File: src/rtl/fp_sum_seq.sv
// Streaming packet summer that drives an external combinational/pipelined fp_adder.
// Optional sticky status flags (out_flags) are enabled by defining FP_SUM_SEQ_FLAGS_EN.
module fp_sum_seq #(
  parameter int CNT_W   = 16,
  parameter int ADD_LAT = 0   // legal 0..7
) (
  input  logic             clk,
  input  logic             rst_n,
  input  logic             in_valid,
  output logic             in_ready,
  input  logic [31:0]      in_data,
  input  logic             in_last,
  output logic [31:0]      adder_a,
  output logic [31:0]      adder_b,
  input  logic [31:0]      adder_s,
  output logic             out_valid,
  input  logic             out_ready,
  output logic [31:0]      out_data,
  output logic [CNT_W-1:0] out_count
`ifdef FP_SUM_SEQ_FLAGS_EN
  ,
  output logic [2:0]       out_flags
`endif
);

  typedef enum logic [1:0] {S_IDLE, S_ACC, S_ADD, S_OUT} state_e;

  localparam logic [CNT_W-1:0] CNT_MAX   = '1;
  localparam logic [2:0]       WAIT_INIT = 3'(ADD_LAT);

  state_e           state_q, state_d;
  logic [31:0]      acc_q, acc_d;
  logic [31:0]      op_q, op_d;
  logic             last_q, last_d;
  logic [CNT_W-1:0] count_q, count_d;
  logic [2:0]       wcnt_q, wcnt_d;
  logic             accept;
  logic             sum_done;

  assign in_ready = rst_n && (state_q == S_IDLE || state_q == S_ACC);
  assign accept   = in_valid && in_ready;
  assign sum_done = (state_q == S_ADD) && (wcnt_q == 3'd0);

  // NOTE: every _d gets its current value first so no path through the case infers a latch.
  always_comb begin
    state_d = state_q;
    acc_d   = acc_q;
    op_d    = op_q;
    last_d  = last_q;
    count_d = count_q;
    wcnt_d  = wcnt_q;
    case (state_q)
      S_IDLE: begin
        // First element bypasses the adder so -0 and denormals survive bit-exact.
        if (accept) begin
          acc_d   = in_data;
          count_d = CNT_W'(1);
          state_d = in_last ? S_OUT : S_ACC;
        end
      end
      S_ACC: begin
        if (accept) begin
          op_d    = in_data;
          last_d  = in_last;
          wcnt_d  = WAIT_INIT;
          state_d = S_ADD;
        end
      end
      S_ADD: begin
        if (wcnt_q != 3'd0) begin
          wcnt_d = wcnt_q - 3'd1;
        end else begin
          acc_d   = adder_s;
          count_d = (count_q == CNT_MAX) ? count_q : count_q + CNT_W'(1);
          state_d = last_q ? S_OUT : S_ACC;
        end
      end
      S_OUT: begin
        if (out_ready) begin
          count_d = '0;
          state_d = S_IDLE;
        end
      end
      default: state_d = S_IDLE;
    endcase
  end

  // NOTE: sequential state uses non-blocking assignments so every flop samples pre-edge values.
  always_ff @(posedge clk) begin
    if (!rst_n) begin
      state_q <= S_IDLE;
      acc_q   <= '0;
      op_q    <= '0;
      last_q  <= 1'b0;
      count_q <= '0;
      wcnt_q  <= '0;
    end else begin
      state_q <= state_d;
      acc_q   <= acc_d;
      op_q    <= op_d;
      last_q  <= last_d;
      count_q <= count_d;
      wcnt_q  <= wcnt_d;
    end
  end

  assign adder_a   = acc_q;
  assign adder_b   = op_q;
  assign out_valid = (state_q == S_OUT);
  assign out_data  = acc_q;
  assign out_count = count_q;

`ifdef FP_SUM_SEQ_FLAGS_EN
  logic [2:0] flags_q, flags_d;

  // Sticky per packet; wiped when the total is handed off and IDLE is re-entered.
  always_comb begin
    flags_d = flags_q;
    if (accept && in_data[30:23] == 8'hFF) flags_d[0] = 1'b1;
    if (sum_done && adder_s[30:23] == 8'hFF) flags_d[1] = 1'b1;
    if (sum_done && count_q == CNT_MAX) flags_d[2] = 1'b1;
    if (state_q == S_OUT && out_ready) flags_d = '0;
  end

  always_ff @(posedge clk) begin
    if (!rst_n) flags_q <= '0;
    else        flags_q <= flags_d;
  end

  assign out_flags = flags_q;
`endif

endmodule

File: config.mk
export PLATFORM = sky130hd
export DESIGN_NAME = fp_sum_seq
export DESIGN_NICKNAME = d
export VERILOG_FILES = /design/src/rtl/fp_sum_seq.sv
export SDC_FILE = /design/constraint.sdc
export NUM_CORES = 1
export LEC_CHECK = 0
export ABC_CLOCK_PERIOD_IN_PS = 2000
export BUFFER_PORTS_ARGS = -buffer_cell sky130_fd_sc_hd__buf_2
export CAP_MARGIN = 25
export CORE_MARGIN = 8
export CORE_UTILIZATION = 40
export CTS_CLUSTER_DIAMETER = 200
export CTS_CLUSTER_SIZE = 12
export DETAILED_ROUTE_END_ITERATION = 10
export GPL_TIMING_DRIVEN = 0
export PLACE_DENSITY = 0.7
export SLEW_MARGIN = 20
export SYNTH_ARGS = -nofsm -noshare
export SYNTH_HDL_FRONTEND = slang
export SYNTH_SLANG_ARGS = --single-unit
File: constraint.sdc
create_clock -name clk -period 2 [get_ports clk]
set_clock_uncertainty 0.15 [all_clocks]
set_input_delay 0.3 -clock clk [delete_from_list [all_inputs] [get_ports clk]]
set_output_delay 0.3 -clock clk [all_outputs]
set_load 0.05 [all_outputs]
==> qor.txt, run 1 <==
I/O pin count = 183
Total area of sequential cells = 1727 sq um
Quantity of I/O buffers inserted on ports = 182
Final setup violating endpoints = 0
Count of synthesis-stage warnings from yosys = 0
Layout-stage area growth over the synthesis result = 32.91%
Fraction of final layout cells with drive strength greater than 1 = 39.52%
Skew-Pair Late Insertion Delay = 350 ps
Fillers = 960
Largest fanout on the critical path = 10
Startpoint-to-endpoint class of the critical path = reg2reg
Pin count of the biggest net entering global routing = 16
Cell types occupying the most area after synthesis = sky130_fd_sc_hd__dfxtp_1 (42%), sky130_fd_sc_hd__mux2i_1 (8.1%), sky130_fd_sc_hd__nand2_1 (7.6%)
Number of design-rule violations left by the first detailed-router iteration = 152
Gate Count Post-Synth = 474
Net Sw Frac = 38.93%
Synth top cells by count = sky130_fd_sc_hd__dfxtp_1 (86), sky130_fd_sc_hd__nand2_1 (83), sky130_fd_sc_hd__nor2_1 (40), sky130_fd_sc_hd__a21oi_1 (37), sky130_fd_sc_hd__buf_4 (35)
Clock buffer count from CTS = 9
Worst rel slew slack = 59.15%
Transition time of the tightest slew-check pin = 612.8 ps
Reg clk slew, reported paths = 90 ps
Number of standard cells in the final layout excluding fillers = 809
Post-detailed-routing wire length = 13210 um
Portion of total power attributed to sequential cells = 38.9%
Logic pwr share = 33.6%
Largest area contributor in the synthesized netlist = sky130_fd_sc_hd__dfxtp_1
Fraction of registers with async set/reset = 0%
Horizontal die dimension = 117.1 um
Leakage power = 0.002527 uW
Number of antenna violations at the first check in global routing = 1
Kind of path behind the tightest hold check = in2reg
Residual DRC = 0
Cell at the root of the clock tree = sky130_fd_sc_hd__clkbuf_8
Maximum resistive drop on vdd = 0.4937 mV
Number of nets at the end of the flow = 740
Run status = finished clean
Routability congestion estimate from global placement = 0.8477
Yosys cell types = 55
EDFF count, synth = 0
Wire length of the first global-routing pass = 20410 um
Starting Density = 40.31%
Buffer levels on the longest clock path = 2
Count of pins over their slew limit = 0
Most common cell in the netlist = sky130_fd_sc_hd__dfxtp_1
Yosys reg bits = 86
Synthesized area per cell = 8.621 sq um
Overflow left after global routing = 0
Area share of the largest cell type after synthesis = 42.13%
Synthesized Nets = 546
Inserted Diodes = 0
Drt first pass iters = 5
Required time at the endpoint of the critical path = 2090 ps
Max-cap violation count = 0
Power Internal = 3045 uW
Element type at the critical path start = register
Inst Count DP = 792
DR vias = 4136
Data arrival time of the worst path = 2020 ps
Global Route Usage Sum = 18.86%
Pwr per Cell Area = 917.9 nW/um^2
Clock tree from TritonCTS = built
Post-layout min period = 1934 ps
HPWL after detailed placement = 10510 um
Number of buffers inserted by hold repair at cts = 0
Core ar. = 10140 sq um
Max Clock Freq = 0.5172 GHz
CTS Sinks = 86
Net switching power = 1941 uW
Critical Path End Type = register
Sum of negative setup slack = 0 ps
Die height = 117.1 um
FP Rows = 37
Via-to-Cell Ratio = 5.112
H-Tree Depth = 3
Share of the cycle needed by the critical path after routing = 96.68%
Hold Violations, Final = 0
Antenna viol nets, final = 0
Post-synthesis instance area = 4086 sq um
Multi-input gate area = 1969 sq um
WL per Instance = 16.33 um
Sum of internal, switching and leakage power = 4986 uW
Total Die Area = 13710 sq um
Final design utilization = 53.57%
Via count of the first global-routing pass = 4232
RSZ-0062 raised after global routing = yes
Dominant synthesized flop cell = sky130_fd_sc_hd__dfxtp_1
Portion of the post-synthesis area used by sequential elements = 42.13%
Clock power share = 27.5%
sequential cells by signal, indices dropped and copies added (netlist names):
name,flops
adder_a,32
last_q,1
adder_b,32
out_count,16
wcnt_q,3
state_q,2
stage by stage:
| stage | area, sq um | hold WS, ps | setup slack, ps |
|---|---|---|---|
| after global routing | 5431 | 33.95 | -20.21 |
| after global placement | 5172 | 289.7 | -70.79 |
| after detailed placement | 5172 | 295.6 | -89.89 |
| after floorplan | 4091 | 283.2 | 10.44 |
| after CTS | 5399 | 28.08 | 26.62 |
| final | 5431 | 37.08 | 66.42 |
critical path: stages, from the launching register on:
cell,delay [ps]
sky130_fd_sc_hd__dfxtp_2,410
sky130_fd_sc_hd__ha_2,250
sky130_fd_sc_hd__and4_1,240
sky130_fd_sc_hd__and4_4,280
sky130_fd_sc_hd__buf_6,160
sky130_fd_sc_hd__nor4_1,60
sky130_fd_sc_hd__o31a_1,280
power groups by stage:
| stage | Combinational, uW | Sequential (uW) | Clock (uW) |
|---|---|---|---|
| 4_1_cts | 1680 | 1940 | 1380 |
| 3_5_place_dp | 1680 | 1980 | 0 |
| 2_1_floorplan | 879 | 2350 | 0 |
| 3_3_place_gp | 1660 | 1970 | 0 |
| 5_1_grt | 1770 | 1960 | 1460 |
| 6_report | 1680 | 1940 | 1370 |
what timing repair did:
action | in CTS | in global routing
buffers inserted | 0 | 1
endpoints found under the setup margin | 4 | 18
resized for setup | 3 | 7
pin swaps | 0 | 1
path summary, 6_finish.rpt:
kind / from / cells after the start / slack, ps / end
setup reg to reg: out_count[0] / 6 / 70 / out_count[0]
hold / removal: in_data[3] / 3 / 40 / adder_b[3]
hold reg to reg: adder_b[28] / 2 / 310 / adder_b[28]
setup / recovery: out_count[0] / 6 / 70 / out_count[0]
routing by layer:
metal | global-route usage (%) | wire (um)
met1 | 22.17 | 5474
met2 | 32.86 | 6613
met3 | 4.566 | 869
met4 | 6.399 | 245
met5 | 0 | 8
area by class of cell:
type,instances,area share [%]
well taps,136,3.133
multi-input cells,320,36.26
repair buffers,183,16.91
flip-flops and latches,86,31.79
plain buffers,62,7.395
clock buffers,10,2.350
inverters,6,0.4377
clock inverters,6,1.728
cells in the final DEF, fill, tap and decap left out, drive strengths merged, types with 2 or more instances in the layout:
master / instances
buf: 233
dfxtp: 86
nand2: 84
nor2: 40
a21oi: 38
mux2i: 33
a211oi: 33
clkbuf: 22
nor4: 10
nand3: 9
and3: 7
o211ai: 7
inv: 7
nand4: 4
a31oi: 4
and4: 4
o21ai: 4
or4: 3
a21o: 3
a211o: 3
ha: 3
and2: 2
and2b: 2
nor3: 2
nand3b: 2
bufinv: 2
clkinv: 2
nor2b: 2
a21boi: 2
kinds of logic (layout without fill, tap and decap cells):
| kind of cell | Yosys count | in the layout | synth area share [%] |
|---|---|---|---|
| mux | 34 | 34 | 8.359 |
| buf+inv | 68 | 267 | 10.35 |
| simple gates | 176 | 176 | 19.96 |
| fa+ha+maj | 3 | 3 | 0.9187 |
| xor+xnor | 2 | 2 | 0.4287 |
| flops | 86 | 86 | 42.13 |
| compound gates | 105 | 105 | 17.85 |
Note: power is estimated with default switching activity, not from simulation.
==> inputs of run 2 (changes only) <==
- ABC_AREA: default -> 1
- HOLD_SLACK_MARGIN: default -> 0.12
- PLACE_DENSITY: 0.7 -> 0.69
==> run 2 against run 1 <==
Net effect:
- wire length rose by 9.6%
- maximum frequency increased by 0.92%
- flip-flop and latch count unchanged
- worst hold slack improved by 100 ps
- worst setup slack better by 18 ps
- synthesized cell count rose by 35%
- critical path depth rose by 4
- critical endpoint is now out_count[3]
- largest cell class unchanged
==> qor.txt, run 2 <==
Residual DRC = 0 (unchanged)
I/O pin count = 183 (unchanged)
Largest fanout on the critical path = 6 (-4)
Skew-Pair Late Insertion Delay = 350 ps (about the same)
DR vias = 4762 (+15%)
Number of nets at the end of the flow = 941 (+27%)
Transition time of the tightest slew-check pin = 675.9 ps (+63.04 ps)
Post-detailed-routing wire length = 14480 um (+9.6%)
Count of buffer and inverter cells on the critical path = 1 (unchanged)
Number of antenna violations at the first check in global routing = 0 (-1)
Yosys reg bits = 86 (unchanged)
Share of the cycle needed by the critical path after routing = 95.80% (-0.88 points)
Quantity of I/O buffers inserted on ports = 182 (unchanged)
Overflow left after global routing = 0 (unchanged)
Via-to-Cell Ratio = 4.696 (-8.1%)
Reg clk slew, reported paths = 90 ps (about the same)
Net Sw Frac = 45.32% (+6.4 points)
Synth top cells by count = sky130_fd_sc_hd__nand2_1 (205), sky130_fd_sc_hd__dfxtp_1 (86), sky130_fd_sc_hd__a21oi_1 (70), sky130_fd_sc_hd__inv_1 (56), sky130_fd_sc_hd__nand3_1 (46)
Logic pwr share = 44.0% (+10 points)
Synthesized Nets = 714 (+31%)
Post-layout min period = 1916 ps (-17.64 ps)
Wire length of the first global-routing pass = 23420 um (+15%)
Clock tree from TritonCTS = built
Count of synthesis-stage warnings from yosys = 0 (unchanged)
Antenna viol nets, final = 0 (unchanged)
Post-Route Hold Slack = 141.6 ps (+104.6 ps)
Portion of total power attributed to sequential cells = 34.6% (-4.3 points)
Data arrival time of the worst path = 2050 ps (+30 ps)
Fraction of registers with async set/reset = 0% (unchanged)
Startpoint-to-endpoint class of the critical path = reg2reg
Drt first pass iters = 5 (unchanged)
Crit path max-delay cell type = sky130_fd_sc_hd__dfxtp_4
Kind of path behind the tightest hold check = in2reg
Hold Violations, Final = 0 (unchanged)
Maximum resistive drop on vdd = 0.6064 mV (+23%)
Cell types occupying the most area after synthesis = sky130_fd_sc_hd__dfxtp_1 (40%), sky130_fd_sc_hd__nand2_1 (18%), sky130_fd_sc_hd__a21oi_1 (8.1%)
Worst rel slew slack = 54.94% (-4.2 points)
Layout-stage area growth over the synthesis result = 38.16%
Dominant synthesized flop cell = sky130_fd_sc_hd__dfxtp_1
Inserted Diodes = 0 (unchanged)
Synthesized area per cell = 6.726 sq um (-22%)
Pin count of the biggest net entering global routing = 15 (-1)
Count of pins over their slew limit = 0 (unchanged)
Power Internal = 3237 uW (+6.3%)
Required time at the endpoint of the critical path = 2140 ps (+50 ps)
Routability congestion estimate from global placement = 0.8638 (+1.9%)
Fraction of final layout cells with drive strength greater than 1 = 31.69% (-7.8 points)
Number of design-rule violations left by the first detailed-router iteration = 421 (+180%)
Core ar. = 10700 sq um (+5.5%)
Horizontal die dimension = 119.9 um (+2.4%)
Worst path most repeated cell = sky130_fd_sc_hd__nand2_2
Clock power share = 21.4% (-6.1 points)
Fillers = 1117 (+16%)
Via count of the first global-routing pass = 4539 (+7.3%)
H-Tree Depth = 3 (unchanged)
HPWL after detailed placement = 10810 um (+2.9%)
Worst-case setup margin in the final layout = 84.07 ps (+17.64 ps)
CTS Sinks = 86 (unchanged)
Cell-by-cell listing of the critical path = ha_2 > nand2_1 > nor2_4 > nand2_2 > nor2_4 > nand2_2 > nand2_2 > buf_2 > nand2_1 > a21oi_2
Starting Density = 40.36% (+0.057 points)
Clock buffer count from CTS = 9 (unchanged)
Gate Count Post-Synth = 642 (+35%)
Largest stage delay, worst path = 390 ps (-20 ps)
EDFF count, synth = 0 (unchanged)
Post-synthesis instance area = 4318 sq um (+5.7%)
Final setup violating endpoints = 0 (unchanged)
Global Route Usage Sum = 19.90% (+1.0 points)
FP Rows = 38 (+2.7%)
Largest area contributor in the synthesized netlist = sky130_fd_sc_hd__dfxtp_1
Area share of the largest cell type after synthesis = 39.87% (-2.3 points)
Commonest cells after routing, fill and taps aside = sky130_fd_sc_hd__nand2_1 (205), sky130_fd_sc_hd__buf_2 (194), sky130_fd_sc_hd__dfxtp_1 (83)
Max Clock Freq = 0.5219 GHz (+0.92%)
Leakage power = 0.002911 uW (+15%)
Commonest non-fill, non-tap cell in the layout = sky130_fd_sc_hd__nand2_1
Critical Path End Type = register
Cell at the root of the clock tree = sky130_fd_sc_hd__clkbuf_8
Buffer levels on the longest clock path = 2 (unchanged)
Minimum setup slack after placement = 66.48 ps (+156.4 ps)
Element type at the critical path start = register
Die height = 119.9 um (+2.4%)
Run status = finished clean
Max-cap violation count = 0 (unchanged)
Cell class contributing the biggest share of worst-path delay = simple AND/OR/NAND/NOR gates
Pwr per Cell Area = 992.2 nW/um^2 (+8.1%)
Most common cell in the netlist = sky130_fd_sc_hd__nand2_1
Portion of the post-synthesis area used by sequential elements = 39.87% (-2.3 points)
Yosys cell types = 30 (-45%)
Total Die Area = 14370 sq um (+4.9%)
WL per Instance = 14.28 um (-13%)
Net switching power = 2682 uW (+38%)
## run 2: cell families (layout without fill, tap and decap cells)
logic type | count (synthesis) | count (layout) | synth area share (%)
simple gates | 304 | 304 | 29.35
xor+xnor | 4 | 4 | 0.8115
fa+ha+maj | 3 | 3 | 0.8694
compound gates | 119 | 119 | 14.43
flops | 86 | 86 | 39.87
buf+inv | 126 | 358 | 14.66
## run 2: worst paths after layout
kind	start	end	slack, ps	cells past startpoint
worst min register to register	last_q	last_q	310	2
worst max register to register	out_count[0]	out_count[3]	80	10
worst min-delay path	adder_s[1]	adder_a[1]	140	5
worst max-delay path	out_count[0]	out_count[3]	80	10
## run 2: area by class of cell
cell class / instances / area, sq um / share of cell area, %
clock inverters: 5 / 58.81 / 0.9857
flip-flops and latches: 86 / 1730 / 29.01
clock buffers: 11 / 141.4 / 2.370
multi-input cells: 430 / 1978 / 33.16
inverters: 60 / 225.2 / 3.775
repair buffers: 216 / 1246 / 20.89
plain buffers: 66 / 410.4 / 6.879
well taps: 140 / 175.2 / 2.936
## run 2: repair_timing
item	CTS	global route
endpoints found under the setup margin	0	19
gates resized for setup	0	12
buffers inserted	0	0
endpoints found under the hold margin	33	0
hold buffers	33	0
## run 2: through the flow
| step | area, sq um | util, % | cells | setup TNS (ps) | power, uW |
|---|---|---|---|---|---|
| floorplan | 4320 | - | 642 | 0 | 4008 |
| global placement | 5406 | 50.54 | 964 | 0 | 4611 |
| detailed placement | 5406 | 50.54 | 964 | 0 | 4624 |
| CTS | 5937 | 55.50 | 1013 | 0 | 5935 |
| global route | 5966 | 55.77 | 1014 | -10.65 | 6220 |
| finish | 5966 | 55.77 | 1014 | 0 | 5919 |
## run 2: tightest hold or removal path: cells and delay by family
kind            cells  cell delay (ps)
buf+inv             1               70
simple gates        2               90
compound gates      2              160
## run 2: routing by layer
layer  GRT usage [%]  vias up  wire length (um)
li1                -     2454                 -
met1           25.01     2121              6453
met2           32.59      170              6704
met3           5.918       17              1087
met4           5.152        0               229
met5               0        -                 0
## run 2: power by group through the flow
| stage | logic [uW] | clock network [uW] | registers [uW] |
|---|---|---|---|
| finish | 2610 | 1270 | 2050 |
| detailed placement | 2540 | 0 | 2090 |
| global placement | 2530 | 0 | 2080 |
| floorplan | 1340 | 0 | 2670 |
| CTS | 2590 | 1290 | 2050 |
| global route | 2770 | 1380 | 2070 |
